--- src/rtl/sa3x3_drain.sv ---
// Output collector for the 3x3 systolic array: deskews the three column psums into
// one aligned row, queues rows in a small FIFO and streams them with a frame-end marker.
module sa3x3_drain #(
  parameter int DW        = 8,
  parameter int DEPTH     = 4,
  parameter int FRAME_LEN = 3
) (
  input  logic                     clk,
  input  logic                     rst,
  input  logic                     clear,
  input  logic                     v_in,
  input  logic [DW-1:0]            psum_in1,
  input  logic [DW-1:0]            psum_in2,
  input  logic [DW-1:0]            psum_in3,
  output logic                     out_valid,
  input  logic                     out_ready,
  output logic [DW-1:0]            out_c1,
  output logic [DW-1:0]            out_c2,
  output logic [DW-1:0]            out_c3,
  output logic                     out_last,
  output logic [$clog2(DEPTH):0]   count,
  output logic                     overflow
);

  localparam int AW = $clog2(DEPTH);
  localparam int CW = AW + 1;
  localparam int FW = (FRAME_LEN > 1) ? $clog2(FRAME_LEN) : 1;

  typedef struct packed {
    logic [DW-1:0] c1;
    logic [DW-1:0] c2;
    logic [DW-1:0] c3;
    logic          last;
  } row_t;

  row_t            mem [DEPTH];
  logic [CW-1:0]   wr_ptr;
  logic [CW-1:0]   rd_ptr;

  logic            tag0;
  logic            tag1;
  logic [DW-1:0]   s0_c1;
  logic [DW-1:0]   s1_c1;
  logic [DW-1:0]   s1_c2;
  logic [FW-1:0]   frm;

  logic            frm_last;
  logic            full;
  logic            pop;
  logic            push_ok;
  row_t            head;
  row_t            new_row;

  assign count     = wr_ptr - rd_ptr;
  assign out_valid = (count != '0);
  assign full      = (count == CW'(DEPTH));
  assign pop       = out_valid && out_ready;
  assign frm_last  = (frm == FW'(FRAME_LEN - 1));

  // Stage 2 of the deskew is the FIFO write itself: column 3 is taken straight
  // from the input in the cycle tag1 is high.
  assign push_ok   = tag1 && !clear && (!full || pop);
  assign new_row   = '{c1: s1_c1, c2: s1_c2, c3: psum_in3, last: frm_last};

  assign head      = mem[rd_ptr[AW-1:0]];
  assign out_c1    = out_valid ? head.c1   : '0;
  assign out_c2    = out_valid ? head.c2   : '0;
  assign out_c3    = out_valid ? head.c3   : '0;
  assign out_last  = out_valid ? head.last : 1'b0;

  always_ff @(posedge clk) begin
    if (push_ok) mem[wr_ptr[AW-1:0]] <= new_row;
  end

  always_ff @(posedge clk or negedge rst) begin
    if (!rst) begin
      tag0     <= 1'b0;
      tag1     <= 1'b0;
      s0_c1    <= '0;
      s1_c1    <= '0;
      s1_c2    <= '0;
      frm      <= '0;
      wr_ptr   <= '0;
      rd_ptr   <= '0;
      overflow <= 1'b0;
    end else if (clear) begin
      tag0     <= 1'b0;
      tag1     <= 1'b0;
      frm      <= '0;
      wr_ptr   <= '0;
      rd_ptr   <= '0;
      overflow <= 1'b0;
    end else begin
      tag0 <= v_in;
      if (v_in) s0_c1 <= psum_in1;
      tag1 <= tag0;
      if (tag0) begin
        s1_c1 <= s0_c1;
        s1_c2 <= psum_in2;
      end
      // Frame position advances on every push attempt, so a dropped row still
      // occupies its slot in the frame.
      if (tag1) frm <= frm_last ? '0 : frm + FW'(1);
      if (push_ok) wr_ptr <= wr_ptr + CW'(1);
      if (pop) rd_ptr <= rd_ptr + CW'(1);
      if (tag1 && full && !pop) overflow <= 1'b1;
    end
  end

endmodule

--- config.mk ---
export PLATFORM = sky130hd
export DESIGN_NAME = sa3x3_drain
export DESIGN_NICKNAME = d
export VERILOG_FILES = /design/src/rtl/sa3x3_drain.sv
export SDC_FILE = /design/constraint.sdc
export NUM_CORES = 1
export LEC_CHECK = 0
export ABC_CLOCK_PERIOD_IN_PS = 8400
export CAP_MARGIN = 0
export CORE_ASPECT_RATIO = 1.5
export CORE_MARGIN = 2
export CORE_UTILIZATION = 60
export CTS_BUF_LIST = sky130_fd_sc_hd__clkbuf_8
export DETAILED_ROUTE_END_ITERATION = 8
export PLACE_DENSITY = 0.85
export SLEW_MARGIN = 20
export SYNTH_ARGS = -nofsm -noshare
export SYNTH_HDL_FRONTEND = slang
export SYNTH_SLANG_ARGS = --single-unit
--- constraint.sdc ---
create_clock -name clk -period 8.4 [get_ports clk]
set_clock_uncertainty 0.2 [all_clocks]
set_input_delay 1.68 -clock clk [delete_from_list [all_inputs] [get_ports clk]]
set_output_delay 1.68 -clock clk [all_outputs]
set_load 0.01 [all_outputs]
### Word level (Yosys, flattened, before mapping)

Memories as Yosys holds them, arrays and structs flattened.
Cells that the tools add are included.

* bits in registers: 35
* input port bits: 29
* bits in writable memories: 100
* memories: 1
* logic and storage cells: 50

Memory list
* mem: depth 4, bits a word 25, read ports 1, clocked after Yosys merged registers in 0, write ports 1, RTL line 36 `row_t mem [DEPTH];`

* add/subtract/negate cells: 4
* reduce and logical (&&, ||, !) cells: 16
* mux-type cells: 17
* eq/ne operators: 2
* bitwise logic cells: 1

Operator list (number)
* $mux W8: 3
* $mux W3: 4
* $reduce_bool A2 Y1: 4
* $mux W1: 7
* $add A3 B1 Y3 const B: 2
* $mux W2: 3
* $logic_and A1 B1 Y1: 5
* $reduce_and A2 Y1: 2
* $eq A3 B3 Y1 const B: 1
* $logic_not A1 Y1: 3
* $reduce_bool A3 Y1: 1
* $sub A3 B3 Y3: 1
* $add A2 B1 Y2 const B: 1
* $eq A2 B2 Y1 const B: 1
* $logic_or A1 B1 Y1: 1
* $not A1 Y1: 1

### Longest topological paths before layout

Gate-level depths: netlist of the first run.

* word-level depth: 7
* depth in mapped cells: 8
* depth with buffers taken out: 7

### Worst setup path after synthesis of the first run

OpenSTA, ideal clock, no wires.

* kind: input port to flip-flop
* start: input out_ready
* end: memory mem[0][0] (netlist bit) (enable)
* setup time: 0.446 ns
* data arrival time: 3.887 ns
* path slack: 3.867 ns
* cell stages on the path: 2
* path through: and3b_2 > a211oi_1

* longest elaborated chain between the ends: 5

Ends and longest elaborated chain
* from (decl): RTL line 16 `input logic out_ready,`
* $logic_and A1 B1 Y1: RTL line 57 `assign pop = out_valid && out_ready;`
* $logic_or A1 B1 Y1: RTL line 62 `assign push_ok = tag1 && !clear && (!full || pop);`
* $logic_and A1 B1 Y1: RTL line 62
* $mux W1: RTL line 72 `if (push_ok) mem[wr_ptr[AW-1:0]] <= new_row;`
* $mux W1 (implied by the code): RTL line 72
* to (decl): RTL line 36

No other way between the ends.

### Worst setup path in the final report of the first run

* start: register rd_ptr[0]
* end: output out_c1[7]

* longest elaborated chain between the ends: 3

Ends and longest elaborated chain
* from (decl): RTL line 38 `logic [CW-1:0] rd_ptr;`
* from (signal assigned): RTL line 105 `if (pop) rd_ptr <= rd_ptr + CW'(1);`
* $sub A3 B3 Y3: RTL line 54 `assign count = wr_ptr - rd_ptr;`
* $reduce_bool A3 Y1: RTL line 55 `assign out_valid = (count != '0);`
* $mux W8 *: RTL line 66 `assign out_c1 = out_valid ? head.c1 : '0;`
* to (decl): RTL line 17 `output logic [DW-1:0] out_c1,`

Mark *: on every way between the ends. The rest lies on a longest branch, timed or not.

==> impl_metrics.csv, run 1 <==
group,metric,value,unit
setup_path,critPathKind,"flip-flop to output port",
run_status,status,"completed",
clocking,cts_max_level,4,
die,die_x,81.5,µm
clocking,clk-insertion-delay-late,410,ps
setup_path,cp.buffers_inverters,2,
sta,setup_tns,0,ps
clocking,clk_path_buf_depth,2,
placement,dp_worst_setup_slack,3050,ps
detailed_routing,wl_met2,4.77,mm
power_and_ir_drop,peakVddDrop,0.160,mV
cells_and_area,syn2layout_area_growth,19.1,%
die,coreArea,8780,µm²
cells_and_area,multi_input_area,1440,µm²
setup_path,r2r-end,"mem[3][10]",
sta,worst_pin_slew,1010,ps
sta,timing.final.crit_share,67.8,%
power_and_ir_drop,p_leak,2.26,nW
grt,grt.total_usage,19.4,%
die,die_h,120,µm
sta,grt_setup_unrepaired,"no",
setup_path,start_kind,"flip-flop",
sta,setup_slack,2710,ps
cells_and_area,final_common_cell,"edfxtp_1",
setup_path,r2r_start,"rd_ptr[0]",
clocking,cts_buffers,17,
clocking,cts_tree,"built",
clocking,ctsResizeCount,0,
setup_path,critical_path.cell_chain,"ha_1 > fa_1 > xnor3_2 > inv_4 > nor3_4 > nor2b_1 > clkdlybuf4s50_1",
die,io_pins,59,
grt,grt_pass1_vias,2749,
detailed_routing,post_drt_wl_per_cell,18.3,µm
clocking,cts_root_buf,"clkbuf_8",
cells_and_area,fin_nets,385,
logic_synthesis,synth-simple-area-share,5.80,%
detailed_routing,vias,2603,
die,initial_core_util,61.7,%
setup_path,reg2reg_depth,6,
setup_path,cp_slowest_stage_delay,770,ps
power_and_ir_drop,seqPwrFrac,46.1,%
power_and_ir_drop,p_clk_share,25.3,%
die,num_rows,42,
setup_path,setup.worst_path.end_class,"output port",
sta,hold_violations,0,
sta,fmax,0.176,GHz
power_and_ir_drop,p_per_area,277,nW/µm²
detailed_routing,wl_met3,367,µm
clocking,cts_sinks,135,
logic_synthesis,synthMuxAreaShare,16.9,%
cells_and_area,n_antenna_cell,0,
cells_and_area,mostFrequentLayoutCells,"edfxtp_1, clkdlybuf4s50_1, dfrtp_1",
setup_path,path_max_fanout,29,
setup_path,critPathSlowestCell,"nor3_4",
logic_synthesis,synth_warnings,0,
grt,antenna_found_initial,0,
sta,finalSetupViolCount,0,
sta,slew_headroom,32.1,%
job,drv_cap,0,
detailed_routing,drt_iter0_markers,71,
power_and_ir_drop,p_sw,0.490,mW
clocking,clk_pin_slew_worst_paths,70,ps
placement,place_congestion,0.813,
logic_synthesis,synthCells,280,
detailed_routing,drtPass1Iterations,4,
logic_synthesis,syn_area,5410,µm²
power_and_ir_drop,sw_frac_of_total,27.4,%
logic_synthesis,synth-seq-cells,135,
die,die-area,9810,µm²
setup_path,crit_path_end,"out_c1[7]",
detailed_routing,wl_met1,3.38,mm
setup_path,crit_family,"simple AND/OR/NAND/NOR gates",
logic_synthesis,syn-num-nets,316,
detailed_routing,ant_nets,0,
sta,fin_crit,5690,ps
placement,hpwl,5.52,mm
clocking,holdBufCountCts,0,
logic_synthesis,synth-adder-area-share,1.76,%
cells_and_area,nFillCells,505,
logic_synthesis,synth_compound_area_share,1.34,%
grt,grt_max_degree,36,
power_and_ir_drop,p_int,1.30,mW
power_and_ir_drop,pwr-share-comb,28.6,%
detailed_routing,vias_per_cell,5.51,
sta,final_max_slew_viol_count,0,
setup_path,required,6520,ps
logic_synthesis,ys_seq_area_share,71.7,%
grt,grt_pass1_wl,13.3,mm
detailed_routing,drcViolationCount,0,
setup_path,rrSetupSlack,5050,ps
setup_path,startpoint,"rd_ptr[0]",
grt,overflow,0,
cells_and_area,register_area,3880,µm²
logic_synthesis,yosysUniqueCellTypes,31,
detailed_routing,routed.top_layer,"met4",
detailed_routing,finalWirelength,8.62,mm
hold_path,min_path_type,"flip-flop to flip-flop",
logic_synthesis,synth_xor_area_share,0.601,%
setup_path,cp.arrival,3810,ps
logic_synthesis,synth.avg_cell_area,19.3,µm²
clocking,cts_setup_buffers,0,
setup_path,crit_cells,7,
logic_synthesis,synth_top_family_by_area,"multiplexers",
placement,portBuffers,58,
cells_and_area,drive_gt1_share,25.7,%
## worst min-delay path by stage
stage,start,to,depth (start not counted),slack [ps]
finish,overflow,overflow,2,290
global route,s0_c1[3],s0_c1[3],1,320
CTS,s0_c1[4],s1_c1[4],1,300
detailed placement,s0_c1[4],s1_c1[4],1,290
global placement,s1_c2[5],mem[1][14],0,280
floorplan,s1_c2[1],mem[0][10],0,270
## state kept, by name (all words and copies together) (netlist names)
signal and cells:
mem 100, s0_c1 8, s1_c1 8, s1_c2 8
rd_ptr 3, wr_ptr 3, frm 2, overflow 1
tag0 1, tag1 1
## cell families after synthesis
logic type                 after synthesis
and+or+nand+nor                         51
DFF                                    135
adders and majority gates                7
buffers and inverters                   20
AOI/OAI and AO/OA                        9
muxes                                   56
xor gates and xnor gates                 2
## final cells by class
cell class / count / share of cell area (%)
clock inverter: 14 / 1.48
tap: 110 / 2.14
inverter: 7 / 0.447
sequential: 135 / 60.2
timing repair buffer: 63 / 9.51
clock buffer: 18 / 3.84
multi-input combinational: 125 / 22.4
## Yosys cell counts
master      n  area [µm²]
and3b_2     1        10.0
fa_1        1        20.0
mux4_2     25         563
buf_4       2        15.0
mux2_2     27         304
inv_4       1        6.26
nand2b_1    6        37.5
xnor3_2     1        23.8
nor2_1      7        26.3
nand3b_1    1        7.51
a211oi_1    1        7.51
mux2_4      1        15.0
inv_1       6        22.5
a31oi_1     1        6.26
clkbuf_1    3        11.3
ha_1        6        75.1
a21oi_1     4        20.0
nand2_1     1        3.75
and2_1      4        25.0
buf_1       1        3.75
edfxtp_1  100        3000
buf_6       2        22.5
dfrtp_1    35         876
a21boi_2    1        11.3
a311oi_1    1        8.76
xor2_1      1        8.76
nor2b_1    30         188
mux2i_1     3        30.0
buf_2       5        25.0
nor3_4      1        16.3
a21boi_4    1        18.8
## power by group through the flow
stage               clock [mW]  combinational (mW)  sequential [mW]
floorplan                    0               0.323            0.803
global placement             0               0.503            0.834
detailed placement           0               0.518            0.839
CTS                      0.464               0.520            0.825
global route             0.492               0.546            0.833
finish                   0.453               0.511            0.824
## metrics by stage
stage | util (%) | hold WS [ps] | instance area, µm² | total power [mW] | std cells
final | 73.4 | 294 | 6440 | 1.79 | 472
after detailed placement | 69.5 | 286 | 6100 | 1.36 | 440
after CTS | 73.4 | 301 | 6440 | 1.81 | 472
after floorplan | - | 272 | 5410 | 1.13 | 280
after global placement | 69.5 | 281 | 6100 | 1.34 | 440
after global routing | 73.4 | 321 | 6440 | 1.87 | 472
## per-layer routing
metal  up-vias  global-route usage (%)
li1       1205                       -
met1      1328                    21.7
met2        64                    33.6
met3         6                    5.22
met4         0                    9.11
met5         -                       0
## worst reg2reg max path: stages, from the launching register on
cell and delay, ps:
dfrtp_2 980, ha_1 310, fa_1 460, and3b_2 300, a21oi_1 240, and2_1 160
buf_4 340
No activity file was read; power rests on OpenSTA's default activity.
==> inputs of run 2 (changes only) <==
--- a/config.mk
+++ b/config.mk
@@ -5,14 +5,14 @@
 export SDC_FILE = /design/constraint.sdc
 export NUM_CORES = 1
 export LEC_CHECK = 0
-export ABC_CLOCK_PERIOD_IN_PS = 8400
+export ABC_CLOCK_PERIOD_IN_PS = 5500
 export CAP_MARGIN = 0
 export CORE_ASPECT_RATIO = 1.5
 export CORE_MARGIN = 2
-export CORE_UTILIZATION = 60
+export CORE_UTILIZATION = 58
 export CTS_BUF_LIST = sky130_fd_sc_hd__clkbuf_8
 export DETAILED_ROUTE_END_ITERATION = 8
-export PLACE_DENSITY = 0.85
+export PLACE_DENSITY = 0.83
 export SLEW_MARGIN = 20
 export SYNTH_ARGS = -nofsm -noshare
 export SYNTH_HDL_FRONTEND = slang
==> constraint.sdc (replaced) <==
create_clock -name clk -period 5.5 [get_ports clk]
set_clock_uncertainty 0.2 [all_clocks]
set_input_delay 1.1 -clock clk [delete_from_list [all_inputs] [get_ports clk]]
set_output_delay 1.1 -clock clk [all_outputs]
set_load 0.01 [all_outputs]
==> run 2 against run 1 <==
Clock power is 87% higher. Register-to-register slack got worse by 3400 ps. Global-route usage is 0.26 points lower. Setup slack got worse by 2000 ps. Final cell count up 0.64%. Combinational power grew 57%. Largest power group unchanged. Routed wire length grew 6.3%. Die area rose by 3.3%. Core utilization fell by 2.0 points. Total power increased by 63%. Cell area up 1.4%. Sequential power is 53% higher.
==> impl_metrics.csv, run 2 (same netlist as run 1, synthesis figures left out) <==
group,metric,value,unit
run_status,status,"completed",
grt,antenna_found_initial,0,
detailed_routing,drtPass1Iterations,4,
clocking,cts_sinks,135,
power_and_ir_drop,peakVddDrop,0.234,mV
cells_and_area,nFillCells,582,
setup_path,startpoint,"rd_ptr[0]",
clocking,cts_root_buf,"clkbuf_8",
clocking,cts_buffers,17,
clocking,cts_max_level,4,
sta,setup_tns,0,ps
grt,grt_pass1_vias,2826,
sta,finalSetupViolCount,0,
power_and_ir_drop,p_per_area,445,nW/µm²
sta,timing.final.crit_share,86.9,%
die,coreArea,9150,µm²
detailed_routing,ant_nets,0,
placement,hpwl,5.70,mm
grt,grt.total_usage,19.1,%
job,drv_cap,0,
die,io_pins,59,
hold_path,min_path_type,"flip-flop to flip-flop",
clocking,cts_setup_buffers,0,
die,initial_core_util,59.2,%
clocking,clk_pin_slew_worst_paths,80,ps
die,die_x,82.9,µm
placement,dp.cells,443,
clocking,clk-insertion-delay-late,440,ps
cells_and_area,mostFrequentLayoutCells,"edfxtp_1, clkdlybuf4s50_1, dfrtp_1",
cells_and_area,syn2layout_area_growth,20.7,%
detailed_routing,drt_iter0_markers,131,
power_and_ir_drop,pwr-share-comb,27.6,%
sta,setup_slack,721,ps
clocking,clk_path_buf_depth,2,
die,die_h,122,µm
setup_path,reg2reg_depth,6,
sta,worst_pin_slew,967,ps
power_and_ir_drop,seqPwrFrac,43.3,%
placement,place_congestion,0.798,
setup_path,setup.worst_path.end_class,"output port",
sta,fmax,0.209,GHz
cells_and_area,drive_gt1_share,27.8,%
setup_path,critPathKind,"flip-flop to output port",
detailed_routing,finalWirelength,9.16,mm
setup_path,cp.arrival,3480,ps
grt,grt_max_degree,36,
power_and_ir_drop,p_sw,0.817,mW
clocking,ctsResizeCount,0,
grt,grt_pass1_wl,14.2,mm
sta,fin_crit,4780,ps
setup_path,r2r-end,"mem[3][3]",
sta,grt_setup_unrepaired,"no",
power_and_ir_drop,p_clk_share,29.2,%
power_and_ir_drop,sw_frac_of_total,28.1,%
placement,portBuffers,58,
sta,final_max_slew_viol_count,0,
detailed_routing,vias_per_cell,5.57,
setup_path,path_max_fanout,29,
cells_and_area,final_common_cell,"edfxtp_1",
setup_path,required,4200,ps
cells_and_area,largest_reg_flops,100,
cells_and_area,final_core_util,71.4,%
detailed_routing,drcViolationCount,0,
setup_path,rrSetupSlack,1630,ps
die,num_rows,43,
setup_path,r2r_start,"rd_ptr[0]",
cells_and_area,fin_nets,386,
setup_path,crit_path_end,"out_c3[3]",
clocking,holdBufCountCts,0,
cells_and_area,stdcell_count,475,
grt,overflow,0,
setup_path,start_kind,"flip-flop",
cells_and_area,n_antenna_cell,0,
detailed_routing,vias,2648,
clocking,cts_tree,"built",
power_and_ir_drop,total_power,2.91,mW
detailed_routing,post_drt_wl_per_cell,19.3,µm
sta,slew_headroom,35.2,%
placement,dp_worst_setup_slack,1110,ps
power_and_ir_drop,p_leak,2.29,nW
sta,hold_violations,0,
power_and_ir_drop,p_int,2.09,mW
die,die-area,10100,µm²
-- run 2: area by class of cell --
class	count	area (µm²)	area share, %
Clock buffer	17	234	3.58
Clock inverter	15	188	2.87
Inverter	7	28.8	0.441
Multi-Input combinational cell	125	1440	22.1
Sequential cell	135	3880	59.4
Tap cell	112	140	2.15
Timing Repair Buffer	64	621	9.50
-- run 2: metal layers --
metal  wire, µm  track usage (%)
met1       3440             19.9
met2       5260             35.7
met3        313             5.51
met4        154             8.30
met5          0                0
-- run 2: worst min path at each step --
stage / startpoint / endpoint / slack, ps / depth (start not counted)
after floorplan: s1_c2[1] / mem[0][10] / 270 / 0
after global routing: s0_c1[0] / s0_c1[0] / 340 / 1
after global placement: s1_c2[3] / mem[1][12] / 280 / 0
after detailed placement: s0_c1[3] / s0_c1[3] / 290 / 1
after CTS: s0_c1[3] / s0_c1[3] / 310 / 1
final: s0_c1[6] / s0_c1[6] / 310 / 1
-- run 2: through the flow --
step                hold slack [ps]  area (µm²)
floorplan                       272        5410
global placement                282        6110
detailed placement              294        6110
CTS                             312        6530
global route                    335        6530
finish                          309        6530
-- run 2: worst max-delay path, cell delays in order, from the launching register on --
cell and delay, ps:
dfrtp_2 980, ha_1 310, fa_1 240, xnor3_2 330, inv_4 140, nor3_4 50, buf_4 220, nor2b_1 180
clkdlybuf4s50_1 580
-- run 2: power groups by stage --
stage	combinational (mW)	sequential, mW	clock [mW]
floorplan	0.493	1.23	0
detailed placement	0.808	1.28	0
global placement	0.782	1.27	0
global route	0.851	1.27	0.902
finish	0.802	1.26	0.849
CTS	0.814	1.26	0.866
==> inputs of run 3 (changes only) <==
--- a/config.mk
+++ b/config.mk
@@ -5,7 +5,7 @@
 export SDC_FILE = /design/constraint.sdc
 export NUM_CORES = 1
 export LEC_CHECK = 0
-export ABC_CLOCK_PERIOD_IN_PS = 5500
+export ABC_CLOCK_PERIOD_IN_PS = 4550
 export CAP_MARGIN = 0
 export CORE_ASPECT_RATIO = 1.5
 export CORE_MARGIN = 2
==> constraint.sdc (replaced) <==
create_clock -name clk -period 4.55 [get_ports clk]
set_clock_uncertainty 0.2 [all_clocks]
set_input_delay 0.91 -clock clk [delete_from_list [all_inputs] [get_ports clk]]
set_output_delay 0.91 -clock clk [all_outputs]
set_load 0.01 [all_outputs]
==> run 3 against run 2 <==
Sequential share of layout area shrank 0.38 points. Sequential cell count is the same. Hold slack lost 4.9 ps. Clock power grew 26%. Setup slack lost 350 ps. Register-to-register slack lost 150 ps. Total power grew 22%.
==> impl_metrics.csv, run 3 (same netlist as run 1, synthesis figures left out) <==
group,metric,value,unit
placement,place_area,6130,µm²
sta,slew_headroom,38.5,%
clocking,clk_pin_slew_worst_paths,70,ps
power_and_ir_drop,p_per_area,542,nW/µm²
grt,overflow,0,
sta,whs,305,ps
placement,hpwl,5.68,mm
detailed_routing,drtPass1Iterations,4,
cells_and_area,register_area,3880,µm²
setup_path,critPathSlowestCell,"clkdlybuf4s50_1",
clocking,ctsResizeCount,0,
die,num_rows,43,
die,die-area,10100,µm²
cells_and_area,syn2layout_area_growth,21.5,%
detailed_routing,vias_per_cell,5.51,
sta,grt_setup_unrepaired,"no",
die,die_x,82.9,µm
cells_and_area,largest_reg_flops,100,
grt,antenna_found_initial,0,
power_and_ir_drop,peakVddDrop,0.332,mV
sta,hold_violations,0,
clocking,cts_max_level,4,
sta,setup_tns,0,ps
grt,grt_max_degree,36,
clocking,cts_tree,"built",
setup_path,cp_slowest_stage_delay,500,ps
power_and_ir_drop,p_leak,2.32,nW
sta,worst_pin_slew,919,ps
power_and_ir_drop,total_power,3.56,mW
sta,timing.final.crit_share,91.8,%
cells_and_area,fin_nets,388,
cells_and_area,n_antenna_cell,0,
sta,final_max_slew_viol_count,0,
cells_and_area,mostFrequentLayoutCells,"edfxtp_1, clkdlybuf4s50_1, dfrtp_1",
cells_and_area,nFillCells,576,
clocking,clk-insertion-delay-late,420,ps
setup_path,required,3440,ps
grt,grt_pass1_wl,14.3,mm
clocking,cts_sinks,135,
setup_path,cp.arrival,3070,ps
die,initial_core_util,59.2,%
placement,portBuffers,58,
die,die_h,122,µm
job,drv_cap,0,
die,io_pins,59,
sta,finalSetupViolCount,0,
clocking,holdBufCountCts,0,
cells_and_area,multi_input_area,1440,µm²
placement,place_congestion,0.802,
detailed_routing,drt_iter0_markers,119,
cells_and_area,drive_gt1_share,27.7,%
setup_path,path_max_fanout,24,
hold_path,min_path_type,"flip-flop to flip-flop",
grt,grt.total_usage,19.2,%
setup_path,setup.worst_path.end_class,"output port",
cells_and_area,final_common_cell,"edfxtp_1",
detailed_routing,ant_nets,0,
detailed_routing,vias,2630,
placement,dp.cells,445,
cells_and_area,fin_area,6580,µm²
setup_path,critPathKind,"flip-flop to output port",
clocking,cts_setup_buffers,0,
setup_path,start_kind,"flip-flop",
run_status,status,"completed",
clocking,cts_buffers,17,
detailed_routing,finalWirelength,9.08,mm
detailed_routing,post_drt_wl_per_cell,19.0,µm
setup_path,critical_path.cell_chain,"inv_1 > ha_1 > fa_1 > xnor3_2 > inv_4 > nor3_4 > buf_4 > nor2b_1 > clkdlybuf4s50_1",
die,coreArea,9150,µm²
grt,grt_pass1_vias,2786,
cells_and_area,stdcell_count,477,
clocking,cts_root_buf,"clkbuf_8",
clocking,clk_path_buf_depth,2,
detailed_routing,drcViolationCount,0,
sta,fin_crit,4180,ps
sta,fmax,0.239,GHz
## run 3: cell types whose count changed in the layout (fill, tap and decap cells not counted)
cell        delta
clkinvlp_4     +1
inv_6          -4
inv_1          +2
clkbuf_8       +3
inv_8          -1
buf_4          +2
inv_4          -2
bufinv_16      +1
## run 3: final timing paths
| check | from | to | slack, ps | depth (start not counted) |
|---|---|---|---|---|
| max in group asynchronous | rst | rd_ptr[0] | 3230 | 1 |
| worst min register to register | s0_c1[6] | s0_c1[6] | 300 | 1 |
| worst min-delay path | s0_c1[6] | s0_c1[6] | 300 | 1 |
| min in group asynchronous | rst | overflow | 360 | 1 |
| worst max-delay path | wr_ptr[0] | out_c1[2] | 370 | 9 |
| worst max register to register | wr_ptr[0] | mem[3][12] | 1480 | 7 |
## run 3: final cells by class
class | instances | area share [%]
Tap cell | 112 | 2.13
Clock buffer | 20 | 4.19
Multi-Input combinational cell | 125 | 21.9
Inverter | 7 | 0.438
Sequential cell | 135 | 59.0
Clock inverter | 12 | 2.65
Timing Repair Buffer | 66 | 9.67
## run 3: power breakdown
group | internal [mW] | switching [mW]
registers | 1.42 | 0.0532
clock network | 0.640 | 0.426
logic | 0.559 | 0.464
## run 3: per-layer routing
metal  wire [µm]  vias to the layer above  global-route usage, %
met4         116                        0                   7.27
met2        5130                       55                   35.1
met5           0                        -                      0
met3         306                       10                   5.04
met1        3520                     1356                   21.7
li1            -                     1209                      -
## run 3: worst max-delay path, delay by kind of cell (launching register included)
kind,cells,cell delay (ps)
adder cells (fa/ha/maj),2,640
XOR/XNOR,1,300
buffers and inverters,4,1020
flip-flops,1,400
AND/OR/NAND/NOR,2,260
## run 3: through the flow
step | utilization (%) | worst slack, ps
2_1_floorplan | - | 555
3_3_place_gp | 67.0 | 968
3_5_place_dp | 67.0 | 819
4_1_cts | 71.9 | 318
5_1_grt | 71.9 | 238
6_report | 71.9 | 374
